--- src/rtl/wb_stage.sv ---
// rtl/wb_stage.sv - RV32IM writeback stage: MEM/WB register, load align, mul/div merge
module wb_stage #(
    parameter int   XLEN       = 32,
    parameter logic NOP_BUBBLE = 1'b0
) (
    input  logic            clk_i,
    input  logic            rst_i,
    input  logic            mem_valid_i,
    input  logic [4:0]      mem_rd_i,
    input  logic            mem_wen_i,
    input  logic [1:0]      mem_wb_sel_i,
    input  logic [2:0]      mem_funct3_i,
    input  logic [1:0]      mem_addr_lo_i,
    input  logic [XLEN-1:0] mem_alu_i,
    input  logic [XLEN-1:0] mem_pc4_i,
    input  logic [XLEN-1:0] mem_csr_i,
    input  logic [XLEN-1:0] dmem_rdata_i,
    input  logic            lu_valid_i,
    input  logic [4:0]      lu_rd_i,
    input  logic [XLEN-1:0] lu_data_i,
    output logic            lu_ready_o,
    output logic            stall_o,
    output logic            rf_wen_o,
    output logic [4:0]      rf_waddr_o,
    output logic [XLEN-1:0] rf_wdata_o,
    output logic            fwd_valid_o,
    output logic [4:0]      fwd_rd_o,
    output logic [XLEN-1:0] fwd_data_o
);

    logic            valid_q;
    logic [4:0]      rd_q;
    logic            wen_q;
    logic [1:0]      wb_sel_q;
    logic [2:0]      funct3_q;
    logic [1:0]      addr_lo_q;
    logic [XLEN-1:0] alu_q;
    logic [XLEN-1:0] pc4_q;
    logic [XLEN-1:0] csr_q;
    logic            first_q;
    logic [XLEN-1:0] ld_q;
    logic            hold_v;
    logic [4:0]      hold_rd;
    logic [XLEN-1:0] hold_data;

    logic [7:0]      ld_byte;
    logic [15:0]     ld_half;
    logic [XLEN-1:0] ld_fmt;
    logic [XLEN-1:0] ld_data;
    logic [XLEN-1:0] wb_data;
    logic            wb_need;
    logic            lu_write;
    logic            capture;

    assign stall_o = hold_v;
    assign wb_need = valid_q & wen_q & (rd_q != 5'd0);
    assign lu_write = lu_valid_i & (lu_rd_i != 5'd0);

    assign ld_byte = dmem_rdata_i[{addr_lo_q, 3'b000} +: 8];
    assign ld_half = dmem_rdata_i[{addr_lo_q[1], 4'b0000} +: 16];

    always_comb begin
        ld_fmt = dmem_rdata_i;
        case (funct3_q)
            3'd0:    ld_fmt = {{(XLEN-8){ld_byte[7]}}, ld_byte};
            3'd4:    ld_fmt = {{(XLEN-8){1'b0}}, ld_byte};
            3'd1:    ld_fmt = {{(XLEN-16){ld_half[15]}}, ld_half};
            3'd5:    ld_fmt = {{(XLEN-16){1'b0}}, ld_half};
            default: ld_fmt = dmem_rdata_i;
        endcase
    end

    // DMEM data is only valid in the first WB cycle; later cycles replay ld_q.
    assign ld_data = first_q ? ld_fmt : ld_q;

    always_comb begin
        wb_data = alu_q;
        case (wb_sel_q)
            2'd0:    wb_data = alu_q;
            2'd1:    wb_data = ld_data;
            2'd2:    wb_data = pc4_q;
            default: wb_data = csr_q;
        endcase
    end

    always_comb begin
        rf_wen_o   = 1'b0;
        rf_waddr_o = 5'd0;
        rf_wdata_o = '0;
        lu_ready_o = 1'b0;
        capture    = 1'b0;
        if (hold_v) begin
            rf_wen_o   = 1'b1;
            rf_waddr_o = hold_rd;
            rf_wdata_o = hold_data;
        end else if (wb_need) begin
            rf_wen_o   = 1'b1;
            rf_waddr_o = rd_q;
            rf_wdata_o = wb_data;
            lu_ready_o = 1'b1;
            capture    = lu_write;
        end else begin
            lu_ready_o = 1'b1;
            if (lu_write) begin
                rf_wen_o   = 1'b1;
                rf_waddr_o = lu_rd_i;
                rf_wdata_o = lu_data_i;
            end
        end
        // A reset cycle kills whatever would have been written.
        if (rst_i) begin
            rf_wen_o   = 1'b0;
            rf_waddr_o = 5'd0;
            rf_wdata_o = '0;
            capture    = 1'b0;
        end
    end

    assign fwd_valid_o = rf_wen_o;
    assign fwd_rd_o    = rf_waddr_o;
    assign fwd_data_o  = rf_wdata_o;

    always_ff @(posedge clk_i) begin
        if (rst_i) begin
            valid_q   <= NOP_BUBBLE;
            rd_q      <= 5'd0;
            wen_q     <= 1'b0;
            wb_sel_q  <= 2'd0;
            funct3_q  <= 3'd0;
            addr_lo_q <= 2'd0;
            alu_q     <= '0;
            pc4_q     <= '0;
            csr_q     <= '0;
            first_q   <= 1'b0;
            ld_q      <= '0;
            hold_v    <= 1'b0;
            hold_rd   <= 5'd0;
            hold_data <= '0;
        end else begin
            if (!hold_v) begin
                valid_q   <= mem_valid_i;
                rd_q      <= mem_rd_i;
                wen_q     <= mem_wen_i;
                wb_sel_q  <= mem_wb_sel_i;
                funct3_q  <= mem_funct3_i;
                addr_lo_q <= mem_addr_lo_i;
                alu_q     <= mem_alu_i;
                pc4_q     <= mem_pc4_i;
                csr_q     <= mem_csr_i;
                first_q   <= 1'b1;
            end else begin
                first_q   <= 1'b0;
            end
            if (first_q) begin
                ld_q <= ld_fmt;
            end
            if (hold_v) begin
                hold_v <= 1'b0;
            end else if (capture) begin
                hold_v    <= 1'b1;
                hold_rd   <= lu_rd_i;
                hold_data <= lu_data_i;
            end
        end
    end

endmodule
--- config.mk ---
export PLATFORM = sky130hd
export DESIGN_NAME = wb_stage
export DESIGN_NICKNAME = d
export VERILOG_FILES = /design/src/rtl/wb_stage.sv
export SDC_FILE = /design/constraint.sdc
export NUM_CORES = 1
export LEC_CHECK = 0
export CAP_MARGIN = 15
export CORE_ASPECT_RATIO = 1.75
export CORE_MARGIN = 2
export CORE_UTILIZATION = 37
export DETAILED_ROUTE_END_ITERATION = 10
export PLACE_DENSITY = 0.63
export REMOVE_ABC_BUFFERS = 1
export SYNTH_ARGS = -nofsm -noshare
export SYNTH_HDL_FRONTEND = slang
export SYNTH_SLANG_ARGS = --single-unit
--- constraint.sdc ---
create_clock -name clk_i -period 2.78 [get_ports clk_i]
set_input_delay 0.278 -clock clk_i [delete_from_list [all_inputs] [get_ports clk_i]]
set_output_delay 0.278 -clock clk_i [all_outputs]
set_load 0.01 [all_outputs]
### Word level (Yosys, flattened, before mapping)

Cells that the tools add are included.

* register bits: 181
* input bits: 182

* equal/unequal tests: 5
* shifts and indexed selects: 2
* mux-type cells: 20
* bitwise gates (word level): 4
* reduce and logical (&&, ||, !) cells: 6

Operator list (count)
* $mux W32: 5
* $pmux W32 S4: 1
* $pmux W32 S3: 1
* $shiftx A32 B6 Y16: 1
* $shiftx A32 B6 Y8: 1
* $mux W5: 4
* $reduce_bool A5 Y1: 2
* $mux W1: 9
* $eq A3 B3 Y1 const B: 2
* $and A1 B1 Y1: 3
* $eq A3 B1 Y1 const B: 1
* $logic_not A3 Y1: 1
* $eq A2 B1 Y1 const B: 1
* $eq A2 B2 Y1 const B: 1
* $logic_not A2 Y1: 1
* $reduce_and A2 Y1: 1
* $reduce_or A2 Y1: 1
* $not A1 Y1: 1

### Logic depth before layout (Yosys ltp)

Gate-level depths: netlist (run 1).

* depth in word-level cells: 7
* gate-level depth with buffers: 9
* gate-level depth less buffers: 5

### Least setup slack after synthesis (run 1)

Ideal clock, no wire load.

* kind: reg2out
* start: register funct3_q[0]
* end: output port rf_wdata_o[6]
* arrival time: 2.150 ns
* slack: 0.352 ns
* stages on the path, launching flop included: 9
* path buffers: 3
* path through: dfxtp_1 clkbuf_1 nand2b_1 clkbuf_1 mux2_2 o221ai_1 o211ai_1 a221oi_1 buf_4

* cells in the longest elaborated chain, start to end: 7

RTL lines
* start, declared: line 35 `logic [2:0] funct3_q;`
* start signal, assigned: line 145 `funct3_q <= mem_funct3_i;`
* $eq A3 B3 Y1, or another cell as far along: line 64 `case (funct3_q)`
* $pmux W32 S4 (*): line 64
* $mux W32 (*)
* $pmux W32 S3 (*): line 78 `case (wb_sel_q)`
* $mux W32 (*): line 96 `end else if (wb_need) begin`
* $mux W32 (*): line 92 `if (hold_v) begin`
* $mux W32 (*): line 111 `if (rst_i) begin`
* end, declared: line 25 `output logic [XLEN-1:0] rf_wdata_o,`

Every way passes the cells marked *; elsewhere a longest branch is shown, timed or not.

### Final worst setup path (run 1)

* start: register rd_q[2]
* end: output port rf_wdata_o[21]

* cells in the longest elaborated chain, start to end: 5

RTL lines
* start, declared: line 32 `logic [4:0] rd_q;`
* start signal, assigned: line 142 `rd_q <= mem_rd_i;`
* $reduce_bool A5 Y1: line 56 `assign wb_need = valid_q & wen_q & (rd_q != 5'd0);`
* $and A1 B1 Y1: line 56
* $mux W32: line 96
* $mux W32: line 92
* $mux W32: line 111

No other way between the ends.

==> flow_metrics.tcl, run 1 <==
set metrics [dict create \
    status "finished with violations" \
    violations "negative setup slack" \
    drv_cap 0 \
    switchingPower_mw 1.73 \
    start_kind "register" \
    rsz0062_at_grt "true" \
    multiInputGateArea_mm2 0.00556 \
    ys_ff_latch 181 \
    critPathKind "register to output port" \
    clockBufferDepth 2 \
    setup_slack_ps -123 \
    fin_crit_sh 1.04 \
    hold_slack_ps 211 \
    routedWlPerCell_um 18.6 \
    cp_cell_sequence "or4_4 > buf_6 > o21ai_4 > buf_12 > buf_12 > buf_4 > buf_16 > o21ai_0 > o21ai_1 > a221oi_4 > buf_2" \
    crit_slowest_cell "or4_4" \
    synth_area_leaders "dfxtp_1, mux2i_1, nor2_1" \
    fin_area_mm2 0.0138 \
    regArea_mm2 0.00364 \
    async_flop_share 0 \
    wirelength_um 32000 \
    r2r_cells 6 \
    dp_hpwl_um 23500 \
    comb_power_share 0.200 \
    netlist_area_mm2 0.00954 \
    grt_pass1_wl_um 48400 \
    worst_pin_slew_ps 803 \
    clockPowerShare 0.367 \
    stdcell_count 1718 \
    p_int_mw 4.73 \
    areaGrowthSynthToFinish_pct 45.0 \
    fill_cells 2344 \
    fin_util 0.546 \
    seqPwrFrac 0.433 \
    yosysWarnings 0 \
    max-vdd-ir-drop_v 0.000448 \
    antenna_found_initial 5 \
    cp_num_buf_inv 6 \
    synth-edff-count 0 \
    cts_max_level 4 \
    grt_usage 0.227 \
    cp_slowest_stage_delay_ps 540 \
    rows 77 \
    firstDrtPassIters 5 \
    reg2reg_setup_slack_ps 780 \
    slew_violations 0 \
    vias 9045 \
    syn_avg_cell_area_um2 8.54 \
    initial_core_util 0.376 \
    slew_headroom 0.465 \
    postCtsHoldBufs 0 \
    nNetsFinal 1566 \
    whs_path_depth 2 \
    fin_skew_ps 8.35 \
    yosys.area.top_type "dfxtp_1" \
    root_buffer "clkbuf_16" \
    port_buffers 259 \
    path_common_cell "buf_12" \
    endpoint_kind "output port" \
    grt_max_degree 73 \
    drtIter0Drc 535 \
    grt.overflow.total 0 \
    finalSetupViolCount 34 \
    min_from "rst_i" \
    dieArea_mm2 0.0271 \
    clock_latency_ps 440 \
    place_area_mm2 0.0127 \
    critical_path.max_fanout 6 \
    drive_above_1_share 0.256 \
    cts.sinks 181 \
    hold_viol_final 0 \
    syn_inst 1117 \
    setup_tns_ps -1210 \
    grt_pass1_vias 9016 \
    cts_tree "done" \
    dieHeight_um 216 \
    synthTopCellsByCount "dfxtp_1, nor2_1, mux2i_1" \
    power.density_mw_per_mm2 467 \
    leakage_nw 5.24 \
    placed_cells 1659 \
    hold-path-endpoint "csr_q[26]" \
    fmax_ghz 0.344 \
    fin_total_pwr_mw 6.46 \
    r2r_start "rd_q[2]" \
    clkSlewWorstSetupHoldPaths_ps 70 \
    via_per_inst 5.26 \
    p_sw_frac 0.268 \
    worstPathArrival_ps 2630 \
    hold_path_class "primary input to register" \
    seq_area_frac_synth 0.380 \
    critPathRequiredTime_ps 2500 \
    synth_most_common_cell "dfxtp_1" \
    pre_cts_slack_ps -370 \
    drc 0 \
    die_w_um 125 \
    globalplace.congestion 0.870 \
    antenna_left 0 \
    ys.flop_type "dfxtp_1" \
    core_mm2 0.0253 \
    cpLargestDelayFamily "buffers and inverters" \
    fin_crit_ps 2900 \
    reg2reg_to "hold_data[11]" \
    netlist-cell-type-count 59 \
    synth_top_area_share 0.380 \
    boundaryPins 260 \
    cts-buffers-inserted 17 \
]
-- routing by layer --
metal,global-route usage,routed length (um),vias up
met1,0.254,12600,4314
li1,-,-,4461
met5,0,0,-
met3,0.0425,1190,56
met2,0.411,17100,214
met4,0.111,1060,0
-- timing repair --
item	in CTS	in global routing
cloned	1	0
gates resized for setup	316	117
pin swaps	27	35
buffers inserted	14	12
setup endpoints to repair	76	75
-- power groups by stage --
stage | clock, mW | sequential (mW) | combinational, mW
after floorplan | 0 | 2.87 | 0.470
after global placement | 0 | 2.85 | 1.21
after detailed placement | 0 | 2.85 | 1.22
after CTS | 2.42 | 2.79 | 1.24
after global routing | 2.52 | 2.81 | 1.38
final | 2.37 | 2.80 | 1.29
-- final cells by class --
cell class,instances,share of cell area
tap,316,0.0286
antenna,5,0.000905
sequential,181,0.263
timing repair buffer,383,0.255
clock buffer,22,0.0343
multi-input combinational,767,0.402
clock inverter,10,0.00706
inverter,34,0.00923
-- placed cells by master, fill, tap and decap left out, drive strengths merged, types with 8 or more instances in the layout --
cell,count
clkbuf,32
o31ai,25
mux2i,126
nand3,12
nor2,157
nand2,86
nor3,9
o21ai,49
dfxtp,181
clkdlybuf4s50,182
buf,186
a221oi,29
or2,8
inv,36
nand2b,34
a31oi,14
a21oi,37
o211ai,11
nor2b,43
mux2,13
a211oi,11
o22ai,37
-- how the worst max path moves through the flow --
stage                                start             end  slack, ps  cells after the start
after floorplan                    stall_o  fwd_data_o[11]      -5760                      4
after detailed placement  dmem_rdata_i[15]   fwd_data_o[9]       -370                      8
after global placement    dmem_rdata_i[15]   rf_wdata_o[9]       -350                      8
after CTS                          rd_q[0]  fwd_data_o[11]       -160                     11
final                              rd_q[2]  rf_wdata_o[21]       -120                     11
after global routing               rd_q[2]  rf_wdata_o[21]       -200                     11
-- kinds of logic after synthesis --
logic type	synth area share
AOI/OAI and AO/OA	0.191
buffers and inverters	0.0884
DFF	0.380
muxes	0.162
and+or+nand+nor	0.179
-- state kept, by name, indices dropped and copies added, names as in the netlist, 2 cells and up --
signal     count
hold_rd        5
hold_data     32
funct3_q       3
csr_q         32
addr_lo_q      2
alu_q         32
pc4_q         32
ld_q          32
wb_sel_q       2
rd_q           5
-- worst register-to-register path: stages (launching register included) --
cell and delay, ps:
dfxtp_2 320, or4_4 540, o21a_4 250, buf_6 140, and3_4 240, buf_12 180
o31ai_1 240
No activity file was read; power rests on OpenSTA's default activity.
==> run 2: changes to the inputs <==
--- a/config.mk
+++ b/config.mk
@@ -7,7 +7,7 @@
 export LEC_CHECK = 0
 export CAP_MARGIN = 15
 export CORE_ASPECT_RATIO = 1.75
-export CORE_MARGIN = 2
+export CORE_MARGIN = 3
 export CORE_UTILIZATION = 37
 export DETAILED_ROUTE_END_ITERATION = 10
 export PLACE_DENSITY = 0.63
==> flow_metrics.tcl, run 2 (synthesis results as in run 1) <==
set metrics [dict create \
    status "finished with violations" \
    violations "negative setup slack" \
    leakage_nw 5.34 \
    pre_cts_slack_ps -385 \
    fin_total_pwr_mw 6.62 \
    worstPathArrival_ps 2650 \
    place_area_mm2 0.0126 \
    grt_pass1_wl_um 49700 \
    mostFrequentLayoutCells "clkdlybuf4s50_1, dfxtp_1, nor2_1, mux2i_1, buf_4" \
    fin_crit_ps 2920 \
    core_mm2 0.0253 \
    boundaryPins 260 \
    hold_slack_ps 218 \
    fin_util 0.556 \
    max-vdd-ir-drop_v 0.000427 \
    drv_cap 0 \
    critPathRequiredTime_ps 2500 \
    port_buffers 259 \
    clockPowerShare 0.374 \
    cts_tree "done" \
    comb_power_share 0.203 \
    cts-buffers-inserted 17 \
    clkSlewWorstSetupHoldPaths_ps 70 \
    cts.sinks 181 \
    finalSetupViolCount 39 \
    rsz0062_at_grt "true" \
    crit_slowest_cell "or4_4" \
    clockBufferDepth 2 \
    globalplace.congestion 0.824 \
    cpLargestDelayFamily "simple AND/OR/NAND/NOR gates" \
    rows 77 \
    cp_slowest_stage_delay_ps 560 \
    grt_max_degree 76 \
    nNetsFinal 1581 \
    switchingPower_mw 1.78 \
    p_sw_frac 0.269 \
    initial_core_util 0.376 \
    fin_area_mm2 0.0141 \
    final_common_cell "clkdlybuf4s50_1" \
    cp_cell_sequence "or4_4 > o21a_4 > buf_12 > or3_4 > buf_6 > o22ai_4 > buf_6" \
    cp_num_buf_inv 3 \
    firstDrtPassIters 5 \
    stdcell_count 1731 \
    clock_latency_ps 440 \
    hold_path_class "primary input to register" \
    slew_violations 0 \
    setup_slack_ps -144 \
    antenna_left 0 \
    drc 0 \
    hold_viol_final 0 \
    routedWlPerCell_um 19.0 \
    fmax_ghz 0.342 \
    fin_skew_ps 8.23 \
    cts_max_level 4 \
    vias 9170 \
    drive_above_1_share 0.268 \
    setup_tns_ps -2440 \
    r2r_start "rd_q[1]" \
    reg2reg_setup_slack_ps 340 \
    slew_headroom 0.429 \
    path_common_cell "buf_6" \
    min_from "rst_i" \
    start_kind "register" \
    grt_pass1_vias 9171 \
    via_per_inst 5.30 \
    dp_hpwl_um 23300 \
    grt_usage 0.227 \
    dieHeight_um 218 \
    dieArea_mm2 0.0278 \
    fin_crit_sh 1.05 \
    power.density_mw_per_mm2 469 \
    drtIter0Drc 481 \
    endpoint_kind "output port" \
    critPathKind "register to output port" \
    cp-startpoint "rd_q[1]" \
    p_int_mw 4.84 \
    root_buffer "clkbuf_16" \
    placed_cells 1652 \
    worst_pin_slew_ps 857 \
    die_w_um 127 \
    areaGrowthSynthToFinish_pct 47.8 \
    postCtsHoldBufs 0 \
    wirelength_um 32900 \
    critical_path.max_fanout 7 \
    grt.overflow.total 0 \
    seqPwrFrac 0.423 \
    antenna_found_initial 3 \
]
==> run 2: cell types whose count changed in the layout (fill, tap and decap cells not counted), sizes merged, moves of 2 or more <==
cell	change
dlymetal6s2s	-2
dlygate4sd2	+4
clkinv	+2
clkdlybuf4s15	-3
buf	+10
clkbuf	+2
diode	-2
==> run 2: what timing repair did <==
item                                    CTS  global route
pin swaps                                30            42
setup buffers                            26            25
resized for setup                       314           139
endpoints found under the setup margin   76            74
cloned                                    1             2
==> run 2: worst paths after layout <==
path,cells past startpoint,to
setup / recovery,7,fwd_data_o[31]
hold / removal,2,rd_q[3]
setup reg to reg,8,hold_data[26]
hold reg to reg,2,hold_data[29]
==> run 2: cell type report <==
| cell class | instances | area, um2 |
|---|---|---|
| clock buffer | 18 | 450 |
| inverter | 34 | 128 |
| multi-input combinational | 767 | 5690 |
| tap | 316 | 395 |
| clock inverter | 14 | 149 |
| sequential | 181 | 3640 |
| antenna | 3 | 7.51 |
| timing repair buffer | 398 | 3640 |
| fill | 2316 | 11200 |
==> run 2: routing by layer <==
metal  vias up  routed length, um  GRT usage
met5         -                  0          0
met1      4396              12800      0.258
met2       249              17600      0.406
li1       4474                  -          -
met4         0               1100      0.111
met3        51               1390     0.0379
==> run 2: power by group through the flow <==
stage               Sequential, mW  Clock, mW  Combinational [mW]
CTS                           2.79       2.54                1.25
finish                        2.80       2.48                1.35
detailed placement            2.85          0                1.21
global route                  2.81       2.62                1.45
global placement              2.85          0                1.19
floorplan                     2.87          0               0.470
==> run 3: changes to the inputs <==
--- a/config.mk
+++ b/config.mk
@@ -6,11 +6,10 @@
 export NUM_CORES = 1
 export LEC_CHECK = 0
 export CAP_MARGIN = 15
-export CORE_ASPECT_RATIO = 1.75
 export CORE_MARGIN = 3
-export CORE_UTILIZATION = 37
+export CORE_UTILIZATION = 36
 export DETAILED_ROUTE_END_ITERATION = 10
-export PLACE_DENSITY = 0.63
+export PLACE_DENSITY = 0.62
 export REMOVE_ABC_BUFFERS = 1
 export SYNTH_ARGS = -nofsm -noshare
 export SYNTH_HDL_FRONTEND = slang
==> flow_metrics.tcl, run 3 (synthesis results as in run 1) <==
set metrics [dict create \
    wirelength_um 31300 \
    max-vdd-ir-drop_v 0.000389 \
    place_area_mm2 0.0127 \
    leakage_nw 5.26 \
    hold_viol_final 0 \
    cp_num_buf_inv 4 \
    drtIter0Drc 686 \
    grt_pass1_wl_um 48200 \
    fin_total_pwr_mw 6.64 \
    drv_cap 0 \
    boundaryPins 260 \
    cts_max_level 4 \
    drc 0 \
    postCtsHoldBufs 0 \
    fin_crit_ps 2900 \
    worst_pin_slew_ps 870 \
    critPathRequiredTime_ps 2500 \
    dieHeight_um 169 \
    via_per_inst 5.19 \
    grt.overflow.total 0 \
    r2r_cells 7 \
    start_kind "register" \
    fin_skew_ps 14.2 \
    drive_above_1_share 0.247 \
    power.density_mw_per_mm2 477 \
    crit_slowest_cell "or4_4" \
    clock_latency_ps 430 \
    rows 58 \
    cts-buffers-inserted 17 \
    firstDrtPassIters 4 \
    cpLargestDelayFamily "buffers and inverters" \
    dieArea_mm2 0.0285 \
    initial_core_util 0.372 \
    antenna_found_initial 5 \
    fin_crit_sh 1.04 \
    routedWlPerCell_um 18.1 \
    mostFrequentLayoutCells "clkdlybuf4s50_1, dfxtp_1, nor2_1, mux2i_1, buf_4" \
    dp_hpwl_um 22600 \
    fin_util 0.543 \
    cp_cell_sequence "or4_4 > o21ai_4 > buf_6 > buf_8 > nor2_1 > a311oi_1 > a221oi_1 > buf_4 > dlygate4sd2_1" \
    status "finished with violations" \
    critPathKind "register to output port" \
    whs_path_depth 2 \
    rsz0062_at_grt "true" \
    die_w_um 169 \
    nNetsFinal 1563 \
    fin_area_mm2 0.0139 \
    globalplace.congestion 0.841 \
    root_buffer "clkbuf_16" \
    grt_max_degree 76 \
    slew_violations 0 \
    critical_path.max_fanout 8 \
    finalSetupViolCount 11 \
    antenna_left 0 \
    cp_slowest_stage_delay_ps 560 \
    worstPathArrival_ps 2630 \
    cp_num_cells 9 \
    areaGrowthSynthToFinish_pct 45.8 \
    fmax_ghz 0.344 \
    slew_headroom 0.420 \
    setup_tns_ps -620 \
    cts_tree "done" \
    grt_usage 0.213 \
    cts.sinks 181 \
    violations "negative setup slack" \
    vias 8955 \
    endpoint_kind "output port" \
    core_mm2 0.0256 \
    final_common_cell "clkdlybuf4s50_1" \
    port_buffers 259 \
    clkSlewWorstSetupHoldPaths_ps 70 \
    clockBufferDepth 2 \
    grt_pass1_vias 8667 \
    hold_path_class "primary input to register" \
    setup_slack_ps -123 \
]
## run 3: changes by cell type in the layout (fill, tap and decap cells not counted), moves of 6 or more
cell	before	now
a221oi_2	17	11
a31oi_4	0	7
a221oi_1	3	13
buf_6	34	27
buf_4	108	95
clkbuf_2	14	7
a31oi_1	14	7
## run 3: routing by layer
| metal | up-vias | share of wire | global-route usage |
|---|---|---|---|
| li1 | 4447 | - | - |
| met1 | 4229 | 0.45 | 0.284 |
| met2 | 243 | 0.48 | 0.350 |
| met3 | 28 | 0.064 | 0.0546 |
| met4 | 8 | 0.0096 | 0.0416 |
| met5 | - | 0.0015 | 0 |
## run 3: worst paths after layout
| path | from | endpoint | slack [ps] |
|---|---|---|---|
| max | rd_q[0] | rf_wdata_o[10] | -120 |
| min | rst_i | ld_q[4] | 190 |
| max reg2reg | rd_q[0] | hold_data[23] | 490 |
| min reg2reg | hold_data[3] | hold_data[3] | 470 |
## run 3: final cells by class
cell class / count / area [um2]
repair buffers: 380 / 3470
well taps: 330 / 413
clock inverters: 13 / 169
diodes: 1 / 2.50
inverters: 34 / 128
clock buffers: 19 / 443
fillers: 2382 / 11700
multi-input cells: 767 / 5640
flip-flops and latches: 181 / 3640
## run 3: where the power goes
part / internal, mW / switching (mW) / leakage (nW) / total (mW)
Clock: 1.45 / 1.08 / 0.299 / 2.53
Combinational: 0.709 / 0.597 / 3.46 / 1.31
Sequential: 2.72 / 0.0745 / 1.50 / 2.80
Total: 4.89 / 1.75 / 5.26 / 6.64
## run 3: what timing repair did
item                                    CTS  global route
buffers inserted                         17            11
cloned                                    1             0
pin swaps                                38            27
endpoints found under the setup margin   76            73
gates resized for setup                 314           100
## run 3: worst reg2reg max path, stage by stage (launching register included)
cell     delay (ps)
dfxtp_2         320
or4_4           560
o21a_4          270
buf_12          140
buf_12          130
and3_4          410
nand2_1         210
o21ai_0         100
## run 3: per-stage QoR
step / std cells / worst slack (ps) / hold WS, ps
after floorplan: 982 / -5760 / 347
after global placement: 1668 / -373 / 452
after detailed placement: 1668 / -353 / 461
after CTS: 1717 / -251 / 195
after global routing: 1725 / -237 / 205
final: 1725 / -123 / 193
